### config.mk
export PLATFORM = sky130hd
export DESIGN_NAME = addsub_pipe_flat
export DESIGN_NICKNAME = d
export VERILOG_FILES = /design/src/rtl/addsub_pkg.sv /design/src/rtl/addsub_pipe_if.sv /design/src/rtl/addsub_pipe_cla_segment.sv /design/src/rtl/addsub_pipe.sv /design/src/flat_wrapper.sv
export SDC_FILE = /design/constraint.sdc
export NUM_CORES = 1
export LEC_CHECK = 0
export ABC_AREA = 1
export CAP_MARGIN = 20
export CORE_ASPECT_RATIO = 0.5
export CORE_MARGIN = 10
export CORE_UTILIZATION = 25
export CTS_CLUSTER_SIZE = 16
export DETAILED_ROUTE_END_ITERATION = 7
export SETUP_SLACK_MARGIN = 0.4
export SLEW_MARGIN = 20
export SYNTH_ARGS = -nofsm -noshare
export SYNTH_HDL_FRONTEND = slang
export SYNTH_SLANG_ARGS = --single-unit
### constraint.sdc
create_clock -name clk -period 4.29 [get_ports clk]
set_input_delay 1.287 -clock clk [delete_from_list [all_inputs] [get_ports clk]]
set_output_delay 1.287 -clock clk [all_outputs]
set_load 0.01 [all_outputs]
### src/rtl/addsub_pkg.sv
`default_nettype none
// ============================================================================
// Module      : addsub_pkg
// Description : Shared encodings, stage-count helper and default stage layout
//               for the pipelined add/subtract unit.
// Revision    : 1.0 - initial release
// ============================================================================
package addsub_pkg;

    localparam logic OP_ADD = 1'b0;
    localparam logic OP_SUB = 1'b1;

    localparam int DEF_WIDTH = 32;
    localparam int DEF_SEG   = 16;
    localparam int GROUP     = 4;

    function automatic int stages(input int width, input int seg);
        return width / seg;
    endfunction

    // Segments are tiled by whole 4-bit lookahead groups.
    function automatic bit width_ok(input int width, input int seg);
        return (seg > 0) && (seg % GROUP == 0) && (width >= seg) && (width % seg == 0);
    endfunction

    typedef struct packed {
        logic [DEF_WIDTH-1:0] acc;
        logic [DEF_WIDTH-1:0] bx;
        logic                 cy;
        logic                 c_msb;
        logic                 op;
    } stage_t;

endpackage
`default_nettype wire

### src/rtl/addsub_pipe_if.sv
`default_nettype none
// ============================================================================
// Module      : addsub_pipe_if
// Description : Operand/result handshake bundle of addsub_pipe. Carries the
//               sat/sgn qualifiers when ADDSUB_PIPE_SAT_EN is defined.
// Revision    : 1.0 - initial release
// ============================================================================
interface addsub_pipe_if
    import addsub_pkg::*;
#(
    parameter int WIDTH = DEF_WIDTH
);
    logic             in_valid;
    logic             in_ready;
    logic [WIDTH-1:0] a;
    logic [WIDTH-1:0] b;
    logic             op;
`ifdef ADDSUB_PIPE_SAT_EN
    logic             sat;
    logic             sgn;
`endif
    logic             out_valid;
    logic             out_ready;
    logic [WIDTH-1:0] r;
    logic             carry;
    logic             overflow;
    logic             zero;
    logic             negative;

    modport master (
        output in_valid, a, b, op, out_ready,
`ifdef ADDSUB_PIPE_SAT_EN
        output sat, sgn,
`endif
        input  in_ready, out_valid, r, carry, overflow, zero, negative
    );

    modport slave (
        input  in_valid, a, b, op, out_ready,
`ifdef ADDSUB_PIPE_SAT_EN
        input  sat, sgn,
`endif
        output in_ready, out_valid, r, carry, overflow, zero, negative
    );
endinterface
`default_nettype wire

### src/rtl/addsub_pipe_cla_segment.sv
`default_nettype none
// ============================================================================
// Module      : cla_segment
// Description : Combinational SEG-bit carry-lookahead adder made of 4-bit
//               lookahead groups; also reports the carry into the MSB.
// Revision    : 1.0 - initial release
// ============================================================================
module cla_segment
    import addsub_pkg::*;
#(
    parameter int SEG = DEF_SEG
) (
    input  logic [SEG-1:0] a,
    input  logic [SEG-1:0] b,
    input  logic           cin,
    output logic [SEG-1:0] sum,
    output logic           cout,
    output logic           c_msb
);
    localparam int GROUPS = SEG / GROUP;

    logic [SEG-1:0] w_g;
    logic [SEG-1:0] w_p;
    logic [SEG:0]   w_c;

    assign w_g = a & b;
    assign w_p = a ^ b;

    // Full lookahead inside each group; group carries chain between groups.
    always_comb begin
        logic [3:0] w_gl;
        logic [3:0] w_pl;
        logic       w_ci;
        w_c  = '0;
        w_gl = '0;
        w_pl = '0;
        w_ci = cin;
        for (int j = 0; j < GROUPS; j++) begin
            w_gl = w_g[j*GROUP +: GROUP];
            w_pl = w_p[j*GROUP +: GROUP];
            w_c[j*GROUP]     = w_ci;
            w_c[j*GROUP + 1] = w_gl[0] | (w_pl[0] & w_ci);
            w_c[j*GROUP + 2] = w_gl[1] | (w_pl[1] & w_gl[0]) | (w_pl[1] & w_pl[0] & w_ci);
            w_c[j*GROUP + 3] = w_gl[2] | (w_pl[2] & w_gl[1]) | (w_pl[2] & w_pl[1] & w_gl[0])
                             | (w_pl[2] & w_pl[1] & w_pl[0] & w_ci);
            w_ci = w_gl[3] | (w_pl[3] & w_gl[2]) | (w_pl[3] & w_pl[2] & w_gl[1])
                 | (w_pl[3] & w_pl[2] & w_pl[1] & w_gl[0]) | ((&w_pl) & w_ci);
        end
        w_c[SEG] = w_ci;
    end

    assign sum   = w_p ^ w_c[SEG-1:0];
    assign cout  = w_c[SEG];
    assign c_msb = w_c[SEG-1];
endmodule
`default_nettype wire

### src/rtl/addsub_pipe.sv
`default_nettype none
// ============================================================================
// Module      : addsub_pipe
// Description : Pipelined add/subtract, one SEG-bit lookahead segment per
//               stage, valid/ready on both sides with bubble collapsing.
//               Define ADDSUB_PIPE_SAT_EN for sat/sgn result clamping.
// Revision    : 1.0 - initial release
// ============================================================================
module addsub_pipe
    import addsub_pkg::*;
#(
    parameter int WIDTH = DEF_WIDTH,
    parameter int SEG   = DEF_SEG
) (
    input  logic         clk,
    input  logic         rst,
    addsub_pipe_if.slave bus
);
    localparam int STAGES = stages(WIDTH, SEG);
    localparam int LAST   = STAGES - 1;

    if (!width_ok(WIDTH, SEG)) begin : g_bad_cfg
        $error("addsub_pipe: WIDTH must be a multiple of SEG and SEG a multiple of 4");
    end

    // acc holds finished sum bits below the current segment and raw a above it.
    typedef struct packed {
        logic [WIDTH-1:0] acc;
        logic [WIDTH-1:0] bx;
        logic             cy;
        logic             c_msb;
        logic             op;
`ifdef ADDSUB_PIPE_SAT_EN
        logic             sat;
        logic             sgn;
`endif
    } pipe_stage_t;

    pipe_stage_t                r_stage [STAGES];
    pipe_stage_t                w_src   [STAGES];
    logic [STAGES-1:0]          r_v;
    logic [STAGES-1:0]          w_src_v;
    logic [STAGES-1:0]          w_load;
    logic [STAGES-1:0][SEG-1:0] w_sum;
    logic [STAGES-1:0]          w_cout;
    logic [STAGES-1:0]          w_cmsb;
    logic [WIDTH-1:0]           w_r;
    logic                       w_carry;
    logic                       w_ovf;

    always_comb begin
        w_src[0]       = '0;
        w_src[0].acc   = bus.a;
        w_src[0].bx    = bus.b ^ {WIDTH{bus.op}};
        w_src[0].cy    = bus.op;
        w_src[0].op    = bus.op;
`ifdef ADDSUB_PIPE_SAT_EN
        w_src[0].sat   = bus.sat;
        w_src[0].sgn   = bus.sgn;
`endif
        w_src_v[0]     = bus.in_valid;
        for (int k = 1; k < STAGES; k++) begin
            w_src[k]   = r_stage[k-1];
            w_src_v[k] = r_v[k-1];
        end
    end

    // A stage loads when empty or when its own contents move on downstream.
    always_comb begin
        w_load       = '0;
        w_load[LAST] = ~r_v[LAST] | bus.out_ready;
        for (int k = LAST - 1; k >= 0; k--) begin
            w_load[k] = ~r_v[k] | w_load[k+1];
        end
    end

    for (genvar k = 0; k < STAGES; k++) begin : g_stage
        cla_segment #(
            .SEG (SEG)
        ) u_cla (
            .a     (w_src[k].acc[k*SEG +: SEG]),
            .b     (w_src[k].bx[k*SEG +: SEG]),
            .cin   (w_src[k].cy),
            .sum   (w_sum[k]),
            .cout  (w_cout[k]),
            .c_msb (w_cmsb[k])
        );
    end

    always_ff @(posedge clk or posedge rst) begin
        if (rst) begin
            r_v <= '0;
            for (int k = 0; k < STAGES; k++) begin
                r_stage[k] <= '0;
            end
        end else begin
            for (int k = 0; k < STAGES; k++) begin
                if (w_load[k]) begin
                    r_v[k] <= w_src_v[k];
                    if (w_src_v[k]) begin
                        r_stage[k]                     <= w_src[k];
                        r_stage[k].acc[k*SEG +: SEG]   <= w_sum[k];
                        r_stage[k].cy                  <= w_cout[k];
                        r_stage[k].c_msb               <= w_cmsb[k];
                    end
                end
            end
        end
    end

    assign w_carry = r_stage[LAST].cy ^ r_stage[LAST].op;
    assign w_ovf   = r_stage[LAST].c_msb ^ r_stage[LAST].cy;

`ifdef ADDSUB_PIPE_SAT_EN
    // A wrapped MSB of 1 under signed overflow means the true result was positive.
    always_comb begin
        w_r = r_stage[LAST].acc;
        if (r_stage[LAST].sat) begin
            if (r_stage[LAST].sgn) begin
                if (w_ovf) begin
                    w_r = r_stage[LAST].acc[WIDTH-1] ? {1'b0, {(WIDTH-1){1'b1}}}
                                                     : {1'b1, {(WIDTH-1){1'b0}}};
                end
            end else if (w_carry) begin
                w_r = (r_stage[LAST].op == OP_ADD) ? {WIDTH{1'b1}} : {WIDTH{1'b0}};
            end
        end
    end
`else
    assign w_r = r_stage[LAST].acc;
`endif

    assign bus.in_ready  = w_load[0];
    assign bus.out_valid = r_v[LAST];
    assign bus.r         = w_r;
    assign bus.carry     = w_carry;
    assign bus.overflow  = w_ovf;
    assign bus.zero      = ~|r_stage[LAST].acc;
    assign bus.negative  = r_stage[LAST].acc[WIDTH-1];
endmodule
`default_nettype wire

### src/flat_wrapper.sv
// flat-port wrapper written by rule: the top's interface ports become plain ports
module addsub_pipe_flat import addsub_pkg::*;
#(
    parameter int WIDTH = DEF_WIDTH,
    parameter int SEG   = DEF_SEG
)
  (clk, rst, bus_in_valid, bus_a, bus_b, bus_op, bus_out_ready, bus_in_ready, bus_out_valid, bus_r, bus_carry, bus_overflow, bus_zero, bus_negative);
  addsub_pipe_if #(.WIDTH(WIDTH)) bus_i ();
  input  logic clk;
  input  logic rst;
  input wire logic [$bits(bus_i.in_valid)-1:0] bus_in_valid;
  input wire logic [$bits(bus_i.a)-1:0] bus_a;
  input wire logic [$bits(bus_i.b)-1:0] bus_b;
  input wire logic [$bits(bus_i.op)-1:0] bus_op;
  input wire logic [$bits(bus_i.out_ready)-1:0] bus_out_ready;
  output wire logic [$bits(bus_i.in_ready)-1:0] bus_in_ready;
  output wire logic [$bits(bus_i.out_valid)-1:0] bus_out_valid;
  output wire logic [$bits(bus_i.r)-1:0] bus_r;
  output wire logic [$bits(bus_i.carry)-1:0] bus_carry;
  output wire logic [$bits(bus_i.overflow)-1:0] bus_overflow;
  output wire logic [$bits(bus_i.zero)-1:0] bus_zero;
  output wire logic [$bits(bus_i.negative)-1:0] bus_negative;
  assign bus_i.in_valid = bus_in_valid;
  assign bus_i.a = bus_a;
  assign bus_i.b = bus_b;
  assign bus_i.op = bus_op;
  assign bus_i.out_ready = bus_out_ready;
  assign bus_in_ready = bus_i.in_ready;
  assign bus_out_valid = bus_i.out_valid;
  assign bus_r = bus_i.r;
  assign bus_carry = bus_i.carry;
  assign bus_overflow = bus_i.overflow;
  assign bus_zero = bus_i.zero;
  assign bus_negative = bus_i.negative;
  addsub_pipe #(.WIDTH(WIDTH), .SEG(SEG)) u_core (.clk(clk), .rst(rst), .bus(bus_i));
endmodule
# Word level (Yosys, flattened, before mapping)
# Cells that the tools add are included.
[op_classes]
bitwise = 213
reduce_logical = 12
[op_table]
columns = ["operator", "count"]
rows = [
  ["$and A1 B1 Y1", 120],
  ["$or A1 B1 Y1", 82],
  ["$xor A16 B16 Y16", 4],
  ["$and A16 B16 Y16", 2],
  ["$reduce_and A4 Y1", 8],
  ["$reduce_or A32 Y1", 1],
  ["$xor A32 B32 Y32", 1],
  ["$reduce_and A2 Y1", 2],
  ["$not A1 Y1", 2],
  ["$xor A1 B1 Y1", 2],
  ["$logic_not A1 Y1", 1],
]
[totals]
ff_bits = 103
word_cells = 235

# Depth between registers and ports, before layout
[depth]
word_depth = 14
mapped_depth = 17
depth_no_buf = 15

# Cells and area by module
# A second synthesis with hierarchy kept.
[hier_totals]
cells_unflattened = 645
area_unflattened_um2 = 5456.5
[by_module_without_submodules]
columns = ["module", "instances", "cells_each", "area_each_um2"]
rows = [
  ["addsub_pipe", 1, 439, 3943.8],
  ["cla_segment at u_core.g_stage[0].u_cla", 1, 103, 764.5],
  ["cla_segment at u_core.g_stage[1].u_cla", 1, 103, 748.2],
]

# Least setup slack after synthesis
# No wires, ideal clock.
[synth_timing]
path_kind = "input to register"
start = "input bus_op"
end = "register u_core.r_stage[115] in the netlist's numbering"
setup_time_ns = 0.083
arrival_time_ns = 3.301
required_time_ns = 4.207
path_slack_ns = 0.906
stages = 15
cell_sequence = "buf_6 buf_2 xnor2_1 inv_1 ha_1 nand2_1 nor2_1 nand2_2 nand2_2 nand2_2 nand2_2 inv_1 fa_1 xor2_1 o21ai_0"
[synth_via]
elab_chain_len = 14
word_cells_on_any_way = 39
[synth_lines]
columns = ["item", "line", "text"]
rows = [
  ["start: declaration", "flat_wrapper.sv:14", "input wire logic [$bits(bus_i.op)-1:0] bus_op;"],
  ["$xor A32 B32 Y32", "addsub_pipe.sv:54", "w_src[0].bx = bus.b ^ {WIDTH{bus.op}};"],
  ["$xor A16 B16 Y16 / $and A16 B16 Y16 (equally long branches)", "addsub_pipe_cla_segment.sv:27, addsub_pipe_cla_segment.sv:26", ""],
  ["$and A1 B1 Y1 (on tied branches)", "addsub_pipe_cla_segment.sv:46, addsub_pipe_cla_segment.sv:47", ""],
  ["$or A1 B1 Y1, or another cell as far along", "addsub_pipe_cla_segment.sv:46", "w_ci = w_gl[3] | (w_pl[3] & w_gl[2]) | (w_pl[3] & w_pl[2] & w_gl[1])"],
  ["$or A1 B1 Y1 / $and A1 B1 Y1 (equally long branches)", "addsub_pipe_cla_segment.sv:46, addsub_pipe_cla_segment.sv:47", ""],
  ["$or A1 B1 Y1 (2 in a row)", "addsub_pipe_cla_segment.sv:47", "| (w_pl[3] & w_pl[2] & w_pl[1] & w_gl[0]) | ((&w_pl) & w_ci);"],
  ["$and A1 B1 Y1", "addsub_pipe_cla_segment.sv:47", ""],
  ["$or A1 B1 Y1", "addsub_pipe_cla_segment.sv:47", ""],
  ["$and A1 B1 Y1", "addsub_pipe_cla_segment.sv:47", ""],
  ["$or A1 B1 Y1", "addsub_pipe_cla_segment.sv:47", ""],
  ["$and A1 B1 Y1", "addsub_pipe_cla_segment.sv:42", "w_c[j*GROUP + 1] = w_gl[0] | (w_pl[0] & w_ci);"],
  ["$or A1 B1 Y1", "addsub_pipe_cla_segment.sv:42", ""],
  ["$xor A16 B16 Y16 (*)", "addsub_pipe_cla_segment.sv:52", "assign sum = w_p ^ w_c[SEG-1:0];"],
  ["end signal: indexed assignment", "addsub_pipe.sv:101", "r_stage[k] <= w_src[k];"],
  ["end: declaration", "addsub_pipe.sv:39", "pipe_stage_t r_stage [STAGES];"],
]
# Mark *: on every way between the ends. The rest lies on a longest branch, timed or not.
# A chain may end at the register's enable or synchronous reset.

# Worst setup path in the final report
[layout_timing]
start = "input bus_out_ready"
end = "output bus_in_ready"
[layout_via]
elab_chain_len = 2
[layout_lines]
columns = ["item", "line", "text"]
rows = [
  ["start: declaration", "flat_wrapper.sv:15", "input wire logic [$bits(bus_i.out_ready)-1:0] bus_out_ready;"],
  ["$or A1 B1 Y1", "addsub_pipe.sv:71", "w_load[LAST] = ~r_v[LAST] | bus.out_ready;"],
  ["$or A1 B1 Y1", "addsub_pipe.sv:73", "w_load[k] = ~r_v[k] | w_load[k+1];"],
  ["end: declaration", "flat_wrapper.sv:16", "output wire logic [$bits(bus_i.in_ready)-1:0] bus_in_ready;"],
]
# No other way between the ends.

==> summary.md <==
| Metric | Value |
|---|---|
| Avg Inst Size Synth | `8.474 um^2` |
| Routed len/inst | `13.74 um` |
| Final hold vios | `0` |
| Final #Nets | `between 700 and 800` |
| Setup crit start | `bus_out_ready` |
| EDFF count, synth | `0` |
| Die area | `27450 um^2` |
| Core Box Area | `between 20000 and 25000 um^2` |
| H-Tree Depth | `3` |
| Total negative slack | `0 ns` |
| RSZ-0062 raised after global routing | `false` |
| Vias per cell | `about 4.1` |
| Met2 Use GR | `18.19%` |
| Syn_nets | `between 700 and 800` |
| Crit start category | `input pin` |
| # fillers | `2113` |
| Largest net degree at the start of global routing | `72` |
| Clock Latency Late Sink | `0.35 ns` |
| Status | `complete, no violations` |
| Area Overhead vs Synth | `28.24%` |
| Top cells by area, synth | `dfrtp_1 42%, nand2_1 15%, ha_1 7.7%` |
| Reg2Reg Capture Point | `u_core.bus.r[29]$_DFFE_PP0P_` |
| Grt met3 use | `2.524%` |
| Final ANT Viol Nets | `0` |
| Synthesis warning total | `0` |
| Clock skew | `0.009246 ns` |
| Gr busiest metal | `met2` |
| Resize count post-CTS | `0` |
| Finish-stage setup viols | `0` |
| Setup CP Type | `input pin to primary output` |
| Post-synth top area cell | `dfrtp_1` |
| Initial core utilization | `25.44%` |
| Vias | `3991` |
| Hold path startpoint | `u_core.r_stage[105]$_DFFE_PP0P_` |
| Site row count | `37` |
| Hold EP | `u_core.bus.r[3]$_DFFE_PP0P_` |
| Routed wire length | `13.27 mm` |
| Reg clk slew, reported paths | `0.06 ns` |
| Ant diodes | `0` |
| Clk sink count | `87` |
| Pins Over Slew Limit | `0` |
| Hold_ws | `between 0.4 and 0.5 ns` |
| Setup Buffers After CTS | `0` |
| DR DRC count | `0` |
| Cells on Worst Hold Path | `2` |
| Dominant synthesized flop cell | `dfrtp_1` |
| M1 GR Usage | `10.90%` |
| # IOs | `between 100 and 150` |
| CTS tree | `built` |
| Max-cap violations | `0` |
| Vias in the first global route | `between 4000 and 5000` |
| Fin crit share | `between 80% and 90%` |
| Max Fclk | `265.2 MHz` |
| Die width | `224.5 um` |
| Slew HR | `a little under half` |
| Hold Crit Class | `register to register` |
| Worst R2R Setup Slack | `2.03 ns` |
| Post-synthesis sequential area ratio | `41.64%` |
| First-pass GRT wire length | `between 20 and 25 mm` |
| Worst R2R Start | `u_core.r_stage[119]$_DFFE_PP0P_` |
| Synth top area share | `about two fifths` |
| Pwr Density | `511.7 nW/um^2` |
| CTS Root Cell | `clkbuf_16` |
| Clock period minus worst slack | `3.771 ns` |
| Most frequent cell after synthesis | `nand2_1` |
| Reg2Reg Depth | `11` |
| WP data required | `3.00 ns` |
| Gr usage total | `9.776%` |
| Clk buf depth | `2` |
| Post-Syn Area | `5229 um^2` |
| Hpwl dp | `10.26 mm` |
| Worst setup EP type | `primary output` |
| CP arrival | `roughly 2.5 ns` |
| Grt ovf | `0` |
| GP Congestion | `0.8284` |
| # hold bufs at CTS | `0` |
| Cell count after synthesis | `617` |
| Maximum VDD drop | `0.0001761 V` |
| Layout cell share with drive strength beyond 1 | `7.504%` |
| Synth cell count leaders | `207 x nand2_1, 87 x dfrtp_1, 41 x o21ai_0` |
| PortBufs | `106` |
| Post-synth ARST share | `between 90% and 100%` |
| Post-synthesis register bit count | `87` |
| DRT Pass-1 Iters | `4` |
| CTS Buf Count | `9` |
| Crit-path max FO | `3` |
| Drt first-iter violations | `194` |
| Leakage | `~3.2 nW` |
| DIE HEIGHT | `122.3 um` |
| Antenna violations before repair | `0` |
| Worst slew pin tran | `~0.80 ns` |
| Synth cell types | `34` |
[cell usage in the layout (no fill, tap or decap), drive strengths merged]
cell and count:
nor3 2, nor4 8, a31oi 4, clkinv 1, nand4 4, and3 1, nand2 223, or2 2
bufinv 2, o21ai 43, buf 8, nor2 19, xnor2 22, xor2 24, a21oi 15, ha 32
mux2i 1, dfrtp 87, inv 41, clkbuf 14, nand3 20, clkdlybuf4s50 105, o22ai 2, nand3b 4
o21bai 2, fa 7
[worst max path at each step]
stage / to / slack (ns) / depth (start not counted)
after CTS: bus_in_ready / 0.52 / 4
after global placement: bus_in_ready / 0.54 / 4
after floorplan: u_core.bus.r[0]$_DFFE_PP0P_ / 0.75 / 1
final: bus_in_ready / 0.52 / 4
after global routing: bus_in_ready / 0.47 / 4
after detailed placement: bus_in_ready / 0.52 / 4
[registers in the layout, summed over array words and instances (netlist names)]
| name | cells |
|---|---|
| u_core.r_v | 2 |
| u_core.r_stage | 53 |
| u_core.bus.r | 32 |
[critical path, cell delays in order]
cell	delay (ns)
clkdlybuf4s50_1	0.46
inv_1	0.05
nand3_1	0.12
clkdlybuf4s50_1	0.56
[power breakdown]
group	internal [mW]	total (mW)	leakage, nW	switching, mW
clock network	0.574	0.895	0.169	0.321
logic	0.629	1.29	1.99	0.661
registers	1.06	1.25	1.07	0.185
total	2.26	3.43	3.23	1.17
[layer usage]
layer	share of wire, %	routed length (um)	vias up
li1	-	-	2072
met1	44	5779	1861
met2	53	6971	42
met3	2.6	351	16
met4	1.3	168	0
met5	0	0	-
[per-stage QoR]
step	setup WS, ns	instances	cell area (um^2)	utilization (%)	power (mW)
3_3_place_gp	0.5432	950	6361	30.95	2.549
2_1_floorplan	0.7528	617	5229	-	2.130
6_report	0.5194	966	6705	32.62	3.431
4_1_cts	0.5166	966	6705	32.62	3.498
3_5_place_dp	0.5188	950	6361	30.95	2.583
5_1_grt	0.4743	966	6705	32.62	3.684
[final cells by class]
class | count | area [um^2] | area share [%]
flip-flops and latches | 87 | 2177 | 32.47
clock buffers | 14 | 284.0 | 4.236
well taps | 273 | 341.6 | 5.094
clock inverters | 2 | 60.06 | 0.8957
multi-input cells | 435 | 2562 | 38.22
repair buffers | 113 | 1121 | 16.72
inverters | 42 | 158.9 | 2.370
[cell families after synthesis]
family / Yosys count / share of synthesized area (%)
AO/OA/AOI/OAI: 66 / 6.843
XOR/XNOR: 46 / 7.705
adder cells (fa/ha/maj): 39 / 10.34
AND/OR/NAND/NOR: 283 / 23.88
buffers and inverters: 95 / 9.404
multiplexers: 1 / 0.1914
flip-flops: 87 / 41.64
No activity file was read; power rests on OpenSTA's default activity.
